### src/rtl/replay_ctrl_if.sv
// replay_ctrl_if: TLP intake, CRC engine, transmit and ACK/NAK bundle.
// master = surrounding datapath, slave = replay_ctrl.
interface replay_ctrl_if;
  logic         tlp_valid;
  logic [95:0]  tlp_data;
  logic         tlp_ready;
  logic         crc_start;
  logic [127:0] crc_data;
  logic         crc_done;
  logic [15:0]  crc_value;
  logic         tx_valid;
  logic [127:0] tx_data;
  logic         tx_ready;
  logic         ack_valid;
  logic         ack_nak;
  logic [11:0]  ack_seq;

  modport master (
    output tlp_valid, tlp_data,
    input  tlp_ready,
    input  crc_start, crc_data,
    output crc_done, crc_value,
    input  tx_valid, tx_data,
    output tx_ready,
    output ack_valid, ack_nak, ack_seq
  );

  modport slave (
    input  tlp_valid, tlp_data,
    output tlp_ready,
    output crc_start, crc_data,
    input  crc_done, crc_value,
    output tx_valid, tx_data,
    input  tx_ready,
    input  ack_valid, ack_nak, ack_seq
  );
endinterface

### src/rtl/replay_ctrl.sv
// replay_ctrl: TLP sequencer with CRC handshake, replay buffer, ACK/NAK replay.
// Ports: clk, rst (async high), bus (slave), replay_active, next_seq, acked_seq, count, retrain.
module replay_ctrl #(
  parameter int DEPTH   = 4,
  parameter int TIMEOUT = 255
) (
  input  logic                   clk,
  input  logic                   rst,
  replay_ctrl_if.slave           bus,
  output logic                   replay_active,
  output logic [11:0]            next_seq,
  output logic [11:0]            acked_seq,
  output logic [$clog2(DEPTH):0] count,
  output logic                   retrain
);
  localparam int AW = $clog2(DEPTH);
  localparam int CW = AW + 1;
  localparam int TW = $clog2(TIMEOUT);

  typedef enum logic [1:0] {IDLE, CRC_WAIT, SEND, REPLAY} state_t;
  state_t state, state_nx;

  logic [127:0]  mem [DEPTH];
  logic [AW-1:0] wr_ptr, rd_ptr;
  logic [CW-1:0] ofs, ofs_adv, ofs_nx, count_nx, n_c;
  logic [11:0]   cur_seq, n;
  logic [95:0]   cur_tlp;
  logic [1:0]    replay_num, rn_base;
  logic [TW-1:0] timer;
  logic          crc_first, replay_pend;
  logic          purge, accept, write, enter, tmo, rp_hs, rp_more, nak_trig;
  logic          tlp_ready, tx_valid, crc_start;
  logic [127:0]  tx_data;

  // n is checked against the pre-write count so a frame landing in
  // the same cycle can never be acknowledged early.
  assign n       = bus.ack_seq - acked_seq;
  assign n_c     = CW'(n);
  assign purge   = bus.ack_valid && (n != 12'd0) && (n <= 12'(count));
  assign accept  = bus.tlp_valid && tlp_ready;
  assign write   = (state == CRC_WAIT) && bus.crc_done;
  assign rp_more = (ofs != count);
  assign rp_hs   = (state == REPLAY) && rp_more && bus.tx_ready;
  assign ofs_adv = ofs + CW'(rp_hs);
  assign ofs_nx  = !purge ? ofs_adv :
                   (ofs_adv > n_c) ? ofs_adv - n_c : '0;
  assign count_nx = count + CW'(write) - (purge ? n_c : '0);
  assign rn_base  = purge ? 2'd0 : replay_num;
  assign nak_trig = bus.ack_valid && bus.ack_nak && (count_nx != '0);
  assign tmo = (state != REPLAY) && (count != '0) && !purge &&
               (timer == TW'(TIMEOUT - 1));

  always_comb begin
    state_nx  = state;
    tlp_ready = 1'b0;
    crc_start = 1'b0;
    tx_valid  = 1'b0;
    tx_data   = '0;
    enter     = 1'b0;
    unique case (state)
      IDLE: begin
        tlp_ready = !replay_pend && (count < CW'(DEPTH));
        if (replay_pend) begin
          state_nx = REPLAY;
          enter    = 1'b1;
        end else if (bus.tlp_valid && tlp_ready) begin
          state_nx = CRC_WAIT;
        end
      end
      CRC_WAIT: begin
        crc_start = crc_first;
        if (bus.crc_done) state_nx = SEND;
      end
      SEND: begin
        tx_valid = 1'b1;
        tx_data  = mem[wr_ptr - AW'(1)];
        if (bus.tx_ready) state_nx = IDLE;
      end
      REPLAY: begin
        tx_valid = rp_more;
        if (rp_more) tx_data = mem[rd_ptr + ofs[AW-1:0]];
        if (ofs_nx == count_nx) state_nx = IDLE;
      end
      default: state_nx = IDLE;
    endcase
  end

  always_ff @(posedge clk or posedge rst) begin
    if (rst) begin
      state       <= IDLE;
      cur_seq     <= '0;
      cur_tlp     <= '0;
      crc_first   <= 1'b0;
      wr_ptr      <= '0;
      rd_ptr      <= '0;
      count       <= '0;
      ofs         <= '0;
      next_seq    <= '0;
      acked_seq   <= 12'hFFF;
      replay_num  <= '0;
      replay_pend <= 1'b0;
      retrain     <= 1'b0;
      timer       <= '0;
    end else begin
      state     <= state_nx;
      crc_first <= accept;
      count     <= count_nx;
      if (accept) begin
        cur_tlp  <= bus.tlp_data;
        cur_seq  <= next_seq;
        next_seq <= next_seq + 12'd1;
      end
      if (write) wr_ptr <= wr_ptr + AW'(1);
      if (purge) begin
        rd_ptr    <= rd_ptr + n[AW-1:0];
        acked_seq <= bus.ack_seq;
      end
      if (enter) ofs <= '0;
      else if (state == REPLAY) ofs <= ofs_nx;
      if (enter) replay_num <= rn_base + 2'd1;
      else if (purge) replay_num <= '0;
      retrain <= enter && (rn_base == 2'd3);
      // Triggers seen during REPLAY or on the entry cycle are dropped.
      if (enter) replay_pend <= 1'b0;
      else if ((nak_trig || tmo) && state != REPLAY) replay_pend <= 1'b1;
      if (purge || enter || count == '0 || tmo) timer <= '0;
      else if (state != REPLAY) timer <= timer + TW'(1);
    end
  end

  always_ff @(posedge clk) begin
    if (write) mem[wr_ptr] <= {4'b0, cur_seq, cur_tlp, bus.crc_value};
  end

  assign bus.tlp_ready = tlp_ready;
  assign bus.crc_start = crc_start;
  assign bus.crc_data  = {4'b0, cur_seq, cur_tlp, 16'b0};
  assign bus.tx_valid  = tx_valid;
  assign bus.tx_data   = tx_data;
  assign replay_active = (state == REPLAY);
endmodule

### src/flat_wrapper.sv
// flat-port wrapper written by rule: the top's interface ports become plain ports
module replay_ctrl_flat 
#(
  parameter int DEPTH   = 4,
  parameter int TIMEOUT = 255
)
  (clk, rst, replay_active, next_seq, acked_seq, count, retrain, bus_tlp_valid, bus_tlp_data, bus_tlp_ready, bus_crc_start, bus_crc_data, bus_crc_done, bus_crc_value, bus_tx_valid, bus_tx_data, bus_tx_ready, bus_ack_valid, bus_ack_nak, bus_ack_seq);
  replay_ctrl_if bus_i ();
  input  logic clk;
  input  logic rst;
  output logic replay_active;
  output logic [11:0] next_seq;
  output logic [11:0] acked_seq;
  output logic [$clog2(DEPTH):0] count;
  output logic retrain;
  input wire logic [$bits(bus_i.tlp_valid)-1:0] bus_tlp_valid;
  input wire logic [$bits(bus_i.tlp_data)-1:0] bus_tlp_data;
  output wire logic [$bits(bus_i.tlp_ready)-1:0] bus_tlp_ready;
  output wire logic [$bits(bus_i.crc_start)-1:0] bus_crc_start;
  output wire logic [$bits(bus_i.crc_data)-1:0] bus_crc_data;
  input wire logic [$bits(bus_i.crc_done)-1:0] bus_crc_done;
  input wire logic [$bits(bus_i.crc_value)-1:0] bus_crc_value;
  output wire logic [$bits(bus_i.tx_valid)-1:0] bus_tx_valid;
  output wire logic [$bits(bus_i.tx_data)-1:0] bus_tx_data;
  input wire logic [$bits(bus_i.tx_ready)-1:0] bus_tx_ready;
  input wire logic [$bits(bus_i.ack_valid)-1:0] bus_ack_valid;
  input wire logic [$bits(bus_i.ack_nak)-1:0] bus_ack_nak;
  input wire logic [$bits(bus_i.ack_seq)-1:0] bus_ack_seq;
  assign bus_i.tlp_valid = bus_tlp_valid;
  assign bus_i.tlp_data = bus_tlp_data;
  assign bus_tlp_ready = bus_i.tlp_ready;
  assign bus_crc_start = bus_i.crc_start;
  assign bus_crc_data = bus_i.crc_data;
  assign bus_i.crc_done = bus_crc_done;
  assign bus_i.crc_value = bus_crc_value;
  assign bus_tx_valid = bus_i.tx_valid;
  assign bus_tx_data = bus_i.tx_data;
  assign bus_i.tx_ready = bus_tx_ready;
  assign bus_i.ack_valid = bus_ack_valid;
  assign bus_i.ack_nak = bus_ack_nak;
  assign bus_i.ack_seq = bus_ack_seq;
  replay_ctrl #(.DEPTH(DEPTH), .TIMEOUT(TIMEOUT)) u_core (.clk(clk), .rst(rst), .bus(bus_i), .replay_active(replay_active), .next_seq(next_seq), .acked_seq(acked_seq), .count(count), .retrain(retrain));
endmodule
### config.mk
export PLATFORM = sky130hd
export DESIGN_NAME = replay_ctrl_flat
export DESIGN_NICKNAME = d
export VERILOG_FILES = /design/src/rtl/replay_ctrl_if.sv /design/src/rtl/replay_ctrl.sv /design/src/flat_wrapper.sv
export SDC_FILE = /design/constraint.sdc
export NUM_CORES = 1
export LEC_CHECK = 0
export ABC_AREA = 1
export BUFFER_PORTS_ARGS = -buffer_cell sky130_fd_sc_hd__buf_2
export CORE_MARGIN = 2
export CORE_UTILIZATION = 50
export CTS_CLUSTER_SIZE = 12
export DETAILED_ROUTE_END_ITERATION = 8
export PLACE_DENSITY = 0.83
export RECOVER_POWER = 50
export SLEW_MARGIN = 20
export SYNTH_ARGS = -nofsm -noshare
export SYNTH_HDL_FRONTEND = slang
export SYNTH_SLANG_ARGS = --single-unit
### constraint.sdc
create_clock -name clk -period 14.55 [get_ports clk]
set_input_delay 0.7275 -clock clk [delete_from_list [all_inputs] [get_ports clk]]
set_output_delay 0.7275 -clock clk [all_outputs]
set_load 0.01 [all_outputs]
; ---- Word-level counts from Yosys, hierarchy flattened
; Memory sizes are Yosys's and may differ from the RTL's.
; Cells that the tools add are included.
; Widths: inputs -> output; s select.
[totals]
regBits = 157
mem_bits_rw = 496
input_bits = 131
out_inout_bits = 288
word_cells = 98
n_memories = 1
[op_classes]
n_addsub = 12
magnitude_cmp = 3
eq_ne = 12
mux = 26
n_reduce_logical = 30
[mem_list]
columns = memory, depth, width, rd, rd_clocked_by_memory_dff, wr, line_no
row1 = u_core.mem, 4, 124, 2, 0, 1, replay_ctrl.sv:23  ; logic [127:0] mem [DEPTH];
[op_table]
columns = op, n
row1 = $pmux 128 s2, 1
row2 = $mux 128, 1
row3 = $mux 8, 2
row4 = $logic_and 1x1->1, 15
row5 = $mux 3, 5
row6 = $mux 2, 7
row7 = $add 12x1->12 const B, 1
row8 = $le 12x3->1, 1
row9 = $reduce_bool 12->1, 1
row10 = $sub 12x12->12, 1
row11 = $add 8x1->8 const B, 1
row12 = $eq 8x8->1 const B, 1
row13 = $mux 1, 8
row14 = $pmux 2 s4, 1
row15 = $add 3x1->3, 2
row16 = $eq 2x2->1 const B, 3
row17 = $ne 2x2->1 const B, 3
row18 = $reduce_bool 2->1, 3
row19 = $reduce_bool 3->1, 2
row20 = $sub 3x3->3, 2
row21 = $add 2x1->2 const B, 2
row22 = $add 2x2->2, 2
row23 = $logic_or 1x1->1, 4
row24 = $reduce_and 4->1, 1
row25 = 12 further kinds, 13

; ---- Depth between registers and ports, before layout
; Gate-level depths: netlist of the first run.
[depth]
depth_word = 12
depth_mapped = 34

; ---- Worst setup path before layout of the first run
; No wires, ideal clock.
[synth_timing]
path_kind = reg-to-reg
from = reg u_core.wr_ptr[0]
to = mem u_core.mem[0][0] (netlist bit), enable pin
setup_ns = 0.609
arrival_ns = 6.407
required_time_ns = 13.941
path_slack_ns = 7.534
stages_incl_launch_ff = 7
n_path_buf = 2
period_less_slack_ns = 7.016
cell_sequence = dfrtp_1 > clkbuf_1 > inv_2 > clkbuf_1 > ha_1 > inv_1 > nor2_1
[synth_rtl]
columns = element, line_no
row1 = from (decl), replay_ctrl.sv:24  ; logic [AW-1:0] wr_ptr, rd_ptr;
row2 = from (signal assigned), replay_ctrl.sv:113  ; if (write) wr_ptr <= wr_ptr + AW'(1);
row3 = to (decl), replay_ctrl.sv:23
; No word-level cell before the write port.

==> flow_summary.yaml, run 1 <==
setup_path:
  slowest_stage: "clkinvlp_2"
  crit_family: "buffers and inverters"
  critPathMaxFanout: 114
  worst_r2r_endpoint: "u_core.state[1]"
  crit_required_ns: 14.31
  end_kind: "asynchronous set/reset pin"
  rrSetupSlack_ns: 9.50
  path_buf_inv: 3
  worst-path-stages: 3
  crit_start: "rst"
  arrival_ns: 6.18
  path_cells: "buf_2 > clkinvlp_2 > clkbuf_1"
  r2r_start: "u_core.acked_seq[0]"
  startpoint_type: "primary input"
  path_class: "in -> async"
  reg2reg_depth: 30
  cpPeakStageDelay_ns: 3.20
power:
  power.total_mw: 7.69
  p_leak_nw: 15.1
  ir_worst_vdd_mv: 0.150
  powerDensity_nw_per_um2: 214
route:
  wl_per_cell_microns: 18.9
  vias: 25969
  remaining_drc_errors: 0
  totalWireLength_microns: 86300
  dr.pass1.iters: 6
  first_iter_violations: 3318
  ant_nets: 0
  viasPerCell: 5.69
clock_network:
  cts.sinks: 653
  clk_pin_slew_ns: 0.06
  cts_tree: "built"
  ctsHoldBuffers: 0
  cts_resized: 0
  cts_buffers: 70
  ctsLongestPathBuffers: 3
  clock-root-buffer: "clkbuf_16"
  clkLatencyLatePin_ns: 0.63
  post_cts_buffers: 0
  cts_htree_levels: 3
timing:
  rsz0062_at_grt: "false"
  period_needed_ns: 6.42
  post-route-period-util_pct: 44.1
  setup_tns_ns: 0
  tightest_slew_ns: 5.80
  hold_violations: 0
  max-slew-margin-rel_pct: -289
  slew_viol_final: 160
  fmax_ghz: 0.156
  clock_skew_ns: 0.0248
  setup_viol_count_final: 0
grt:
  grt_overflow: 0
  grt_pass1_wl_microns: 131000
  grt_max_degree: 115
  track_usage_pct: 25.9
  antenna_found_initial: 3
  grt_pass1_vias: 24219
place:
  globalplace.congestion: 0.899
  port_buffers: 394
  dp_hpwl_microns: 50300
min_path:
  hold_path_end: "u_core.cur_tlp[61]"
  hold_path_class: "in -> reg"
  hp-start: "bus_tlp_data[61]"
  holdPathStages: 3
yosys:
  synth_seq_cells: 653
  synth_xor_area_share_pct: 0.807
  synth.avg_cell_area_sq_um: 9.24
  muxShareOfSynthArea_pct: 0
  yosysWarnings: 0
  yosys.area_share.adder_pct: 1.46
  seq_area_frac_synth_pct: 59.9
  yosysUniqueCellTypes: 40
  synthCells: 3406
  synth-simple-area-share_pct: 17.3
  synth_area_sq_um: 31500
  synth_top_family_by_area: "simple AND/OR/NAND/NOR gates"
  synth_compound_area_share_pct: 14.4
die:
  core-area_sq_um: 61900
  die_y_microns: 255
  ios: 419
  fp.dieW_microns: 255
  start_util_pct: 50.8
  die_area_sq_um: 64900
  num_rows: 91
flow_run:
  max_cap_violations: 2
layout:
  nFillCells: 5176
  fin_nets: 3836
  drive_gt1_share_pct: 11.3
  syn_to_final_growth_pct: 14.4
  utilization_pct: 58.1
outcome:
  status: "finished, violations left"
  violations: "capacitance limit, slew limit"
==> cells in the final DEF, fill, tap and decap left out, types with 5 or more instances in the layout <==
cell type / netlist / layout
dfstp_2: 12 / 11
buf_2: 13 / 247
a31oi_1: 67 / 67
clkbuf_1: 193 / 177
nor2_1: 167 / 163
nor2_4: 1 / 5
nand4_1: 5 / 5
buf_4: 26 / 29
xnor2_1: 10 / 10
clkbuf_16: 0 / 70
dfrtp_1: 145 / 143
ha_1: 32 / 30
nand3_1: 220 / 220
nand2_2: 6 / 6
clkinv_2: 0 / 6
bufinv_16: 0 / 5
xor2_1: 19 / 18
inv_1: 219 / 216
nand2_1: 934 / 932
conb_1: 1 / 24
edfxtp_1: 496 / 496
clkbuf_8: 0 / 9
o211ai_1: 57 / 57
o21ai_0: 589 / 589
a21oi_1: 136 / 136
==> worst register-to-register path, delay by kind of cell, from the launching register on <==
family                     cells  cell delay [ns]
and+or+nand+nor               20             1.82
adders and majority gates      5             1.61
DFF                            1             0.54
xor gates and xnor gates       2             0.30
buffers and inverters          3             0.70
==> cell usage after synthesis <==
library cell  count  share of area (%)
nand2_1         934                 11
and3_1            1              0.020
nor3b_1           1              0.024
buf_1            23               0.27
fa_1              3               0.19
a21o_1            1              0.024
ha_1             32                1.3
edfxtp_1        496                 47
inv_1           219                2.6
clkinv_1          1              0.012
nor4_1            1              0.020
dfrtp_1         145                 12
or2_4             1              0.028
a21boi_2          1              0.036
clkbuf_1        193                2.3
o21ai_0         589                9.4
dfstp_2          12                1.0
nand4_1           5              0.099
nor2_1          167                2.0
nor2_2            3              0.060
o31ai_1           1              0.024
inv_2             4              0.048
a21oi_1         136                2.2
nor3_1            3              0.048
nand3_2           3              0.095
buf_4            26               0.62
buf_2            13               0.21
o22ai_1           1              0.020
o211ai_1         57                1.4
nand3_1         220                3.5
conb_1            1              0.012
nor2_4            1              0.036
a31oi_1          67                1.3
nand2_2           6               0.12
nand3b_1          4              0.095
o21bai_1          3              0.072
xor2_1           19               0.53
nor3_2            2              0.064
xnor2_1          10               0.28
a211oi_1          1              0.024
==> worst max-delay path by stage <==
stage                                  end  slack [ns]
after global routing      u_core.wr_ptr[0]        7.01
final                     u_core.wr_ptr[0]        8.13
after CTS                  bus_tx_data[71]        8.96
after detailed placement   u_core.state[1]        9.10
after floorplan           u_core.mem[0][0]        7.53
after global placement     u_core.state[1]        9.16
==> cell type report <==
| type | count | area, sq um | area share [%] |
|---|---|---|---|
| Inverter | 224 | 852 | 2.37 |
| Antenna cell | 2 | 5.00 | 0.0139 |
| Sequential cell | 653 | 18800 | 52.4 |
| Clock buffer | 108 | 1980 | 5.52 |
| Multi-Input combinational cell | 2297 | 10900 | 30.3 |
| Timing Repair Buffer | 424 | 2010 | 5.59 |
| Tap cell | 837 | 1050 | 2.91 |
| Clock inverter | 21 | 347 | 0.963 |
==> sequential cells by signal, summed over array words and instances (netlist names), 2 cells and up <==
signal / flops
u_core.acked_seq: 12
u_core.count: 3
u_core.cur_seq: 12
u_core.cur_tlp: 96
u_core.mem: 496
u_core.next_seq: 12
u_core.ofs: 3
u_core.rd_ptr: 2
u_core.replay_num: 2
u_core.state: 2
u_core.timer: 8
u_core.wr_ptr: 2
==> logic make-up (layout without fill, tap and decap cells) <==
group	after synthesis	after routing
compound gates	857	857
xor+xnor	29	29
fa+ha+maj	35	35
buf+inv	479	777
flops	653	653
other cells	1	26
simple gates	1352	1352
==> per-layer routing <==
layer | GRT usage, % | up-vias | routed length (microns)
met4 | 10.7 | 4 | 2940
met2 | 43.9 | 1375 | 42400
met3 | 4.45 | 219 | 8190
met1 | 33.2 | 12256 | 32800
li1 | - | 12115 | -
met5 | 0 | - | 27
==> power by group <==
| part | total, mW | switching [mW] | internal [mW] |
|---|---|---|---|
| clock | 1.79 | 0.747 | 1.04 |
| sequential | 2.83 | 0.365 | 2.47 |
| combinational | 3.07 | 2.14 | 0.932 |
| total | 7.69 | 3.25 | 4.44 |
==> stage by stage <==
stage / std cells / hold WS (ns) / setup WS (ns) / area, sq um
final: 4566 / 0.295 / 8.13 / 36000
after global routing: 4565 / 0.288 / 7.01 / 36000
after global placement: 4435 / 0.481 / 9.16 / 33800
after floorplan: 3429 / 0.465 / 7.53 / 31500
after detailed placement: 4435 / 0.482 / 9.10 / 33800
after CTS: 4564 / 0.264 / 8.96 / 36200
Note: power is estimated with default switching activity, not from simulation.
==> run 2, diff against run 1 <==
--- a/config.mk
+++ b/config.mk
@@ -5,13 +5,13 @@
 export SDC_FILE = /design/constraint.sdc
 export NUM_CORES = 1
 export LEC_CHECK = 0
-export ABC_AREA = 1
+export ABC_AREA = 0
 export BUFFER_PORTS_ARGS = -buffer_cell sky130_fd_sc_hd__buf_2
 export CORE_MARGIN = 2
 export CORE_UTILIZATION = 50
 export CTS_CLUSTER_SIZE = 12
 export DETAILED_ROUTE_END_ITERATION = 8
-export PLACE_DENSITY = 0.83
+export PLACE_DENSITY = 0.86
 export RECOVER_POWER = 50
 export SLEW_MARGIN = 20
 export SYNTH_ARGS = -nofsm -noshare
==> constraint.sdc (replaced) <==
create_clock -name clk -period 5.3 [get_ports clk]
set_input_delay 0.265 -clock clk [delete_from_list [all_inputs] [get_ports clk]]
set_output_delay 0.265 -clock clk [all_outputs]
set_load 0.01 [all_outputs]
==> run 2 against run 1 <==
Against the previous run:
- the run now ends clean
- non-clock buffer count increased by 128
- cell count decreased by 31%
- register-to-register slack got worse by 9.2 ns
- synthesized cell count decreased by 47%
- first-iteration DRC count decreased by 55%
- clock power increased to 2.7 times the previous value
- highest routed layer is now met4
- clock skew decreased by 0.0018 ns
- sequential power increased to 2.7 times the previous value
- worst setup slack got worse by 7.8 ns
- critical path depth increased by 18
- critical endpoint is now u_core.replay_pend
- routed wire length decreased by 9.6%
==> flow_summary.yaml, run 2 <==
power:
  p_comb_share_pct: 38.6
  p_leak_nw: 13.6
  p_sw_mw: 7.22
  p_sw_share_pct: 35.8
  power_frac_clock_pct: 23.7
  p_seq_share_pct: 37.7
  p_int_mw: 13.0
  ir_worst_vdd_mv: 0.418
  powerDensity_nw_per_um2: 565
route:
  ant_nets: 0
  dr.pass1.iters: 5
  viasPerCell: 6.12
  first_iter_violations: 1492
  vias: 19230
  remaining_drc_errors: 0
  wl_per_cell_microns: 24.8
  totalWireLength_microns: 78000
die:
  start_util_pct: 50.3
  ios: 419
  fp.dieW_microns: 247
  core-area_sq_um: 58700
  die_y_microns: 247
  num_rows: 89
  die_area_sq_um: 61000
yosys:
  synth_common_cells: "edfxtp_1, nand2_1, mux4_2"
  synth.avg_cell_area_sq_um: 16.4
  synth_edf_count: 496
  synth_area_sq_um: 29500
  yosysTopAreaCell: "edfxtp_1"
  async_reset_ff_share_pct: 24.0
  yosysWarnings: 0
  seq_area_frac_synth_pct: 63.9
  synth_top_cell_area_share_pct: 50.5
  synthCells: 1797
  post-synth-top-count-cell: "edfxtp_1"
  synth_seq_cells: 653
  yosysUniqueCellTypes: 59
  synth_ff_type: "edfxtp_1"
  ys_top_cells_by_area: "edfxtp_1, mux4_2, dfrtp_1"
grt:
  grt_max_degree: 105
  grt_pass1_wl_microns: 117000
  grt_pass1_vias: 20488
  antenna_found_initial: 7
  grt_overflow: 0
  track_usage_pct: 25.5
setup_path:
  crit_start: "u_core.acked_seq[0]"
  path_class: "reg -> reg"
  critPathMaxFanout: 4
  r2r_start: "u_core.acked_seq[0]"
  arrival_ns: 5.49
  crit_required_ns: 5.80
  startpoint_type: "flop"
  end_kind: "flop"
timing:
  post-route-period-util_pct: 94.2
  period_needed_ns: 4.99
  setup_viol_count_final: 0
  slew_viol_final: 0
  clock_skew_ns: 0.0230
  setup_tns_ns: 0
  hold_violations: 0
  whs_ns: 0.0534
  rsz0062_at_grt: "false"
  tightest_slew_ns: 1.04
  fmax_ghz: 0.200
  max-slew-margin-rel_pct: 30.5
layout:
  syn_to_final_growth_pct: 21.0
  largest-register: "u_core.mem"
  reg_top3: "u_core.mem: 496 flops, u_core.cur_tlp: 96 flops"
  drive_gt1_share_pct: 28.2
  fin_nets: 2473
  largest_register_ffs: 496
  final_common_cell: "edfxtp_1"
  utilization_pct: 60.8
  final_cell_mix: "edfxtp_1, nand2_1, mux4_2"
min_path:
  hp-start: "bus_tx_ready"
  hold_path_class: "in -> reg"
outcome:
  status: "finished clean"
clock_network:
  clkLatencyLatePin_ns: 0.62
  cts_htree_levels: 3
  clk_pin_slew_ns: 0.06
  cts.sinks: 653
  ctsLongestPathBuffers: 3
  clock-root-buffer: "clkbuf_16"
  cts_tree: "built"
  cts_buffers: 70
place:
  port_buffers: 394
  dp_hpwl_microns: 44800
  globalplace.congestion: 0.836
flow_run:
  max_cap_violations: 0
==> run 2: path summary, 6_finish.rpt <==
| kind | to | slack [ns] | cells after the start |
|---|---|---|---|
| min in group asynchronous | u_core.cur_seq[7] | 0.37 | 3 |
| hold / removal | u_core.state[1] | 0.05 | 4 |
| max in group asynchronous | u_core.wr_ptr[0] | 3.41 | 4 |
| hold reg to reg | u_core.rd_ptr[1] | 0.51 | 1 |
| setup reg to reg | u_core.replay_pend | 0.31 | 21 |
| setup / recovery | u_core.replay_pend | 0.31 | 21 |
==> run 2: per-layer routing <==
metal	GRT usage, %	routed length [microns]
met1	30.4	27700
met2	43.9	40700
met3	6.19	6510
met4	11.7	3200
met5	0	0
==> run 2: layout make-up <==
cell class                      count  area (sq um)
Fill cell                        4115         23000
Clock inverter                     18           208
Timing Repair Buffer              552          3400
Multi-Input combinational cell    993         10100
Antenna cell                        7          17.5
Sequential cell                   653         18800
Clock buffer                      111          2030
Inverter                           37           149
Tap cell                          773           967
==> run 2: timing repair <==
item / in CTS / in global routing
gates resized for setup: 1 / 7
endpoints found under the setup margin: 2 / 3
endpoints found under the hold margin: 264 / 0
buffers inserted: 0 / 0
hold buffers: 126 / 0
pin swaps: 0 / 3
==> run 2: cells by family (layout without fill, tap and decap cells) <==
kind of cell,Yosys count,in the layout,share of synthesized area [%]
XOR/XNOR,37,37,1.10
AO/OA/AOI/OAI,188,188,5.21
multiplexers,264,264,19.5
buffers and inverters,174,718,2.57
flip-flops,653,653,63.9
other,1,31,0.0127
AND/OR/NAND/NOR,445,445,6.17
adder cells (fa/ha/maj),35,35,1.56
==> run 2: critical path, stage by stage, from the launching register on <==
cell and delay [ns]:
dfstp_2 0.54, ha_1 0.19, fa_2 0.49, inv_2 0.12, ha_1 0.24, nor2b_1 0.13, o21ai_0 0.14, a32oi_1 0.10
nor4_2 0.32, nand4_1 0.19, nor4_2 0.18, ha_1 0.27, inv_1 0.07, ha_1 0.16, inv_1 0.07, fa_1 0.44
xnor2_1 0.15, xnor2_1 0.17, or3_1 0.38, a41oi_1 0.22, a31oi_1 0.09, o31ai_2 0.24
==> run 2: stage by stage <==
step / area, sq um / power, mW / std cells / worst slack (ns)
after floorplan: 29600 / 12.5 / 1820 / 0.493
after global placement: 32300 / 15.1 / 2882 / 0.177
after detailed placement: 32300 / 15.4 / 2882 / 0.117
after CTS: 35800 / 20.3 / 3137 / 0.0444
after global routing: 35700 / 21.1 / 3141 / 0.00555
final: 35700 / 20.2 / 3144 / 0.309
==> run 2: power by group through the flow <==
stage	Clock, mW	Combinational (mW)	Sequential (mW)
2_1_floorplan	0	5.02	7.48
6_report	4.77	7.79	7.61
4_1_cts	4.83	7.85	7.58
5_1_grt	5.04	8.34	7.72
3_5_place_dp	0	7.70	7.67
3_3_place_gp	0	7.54	7.53
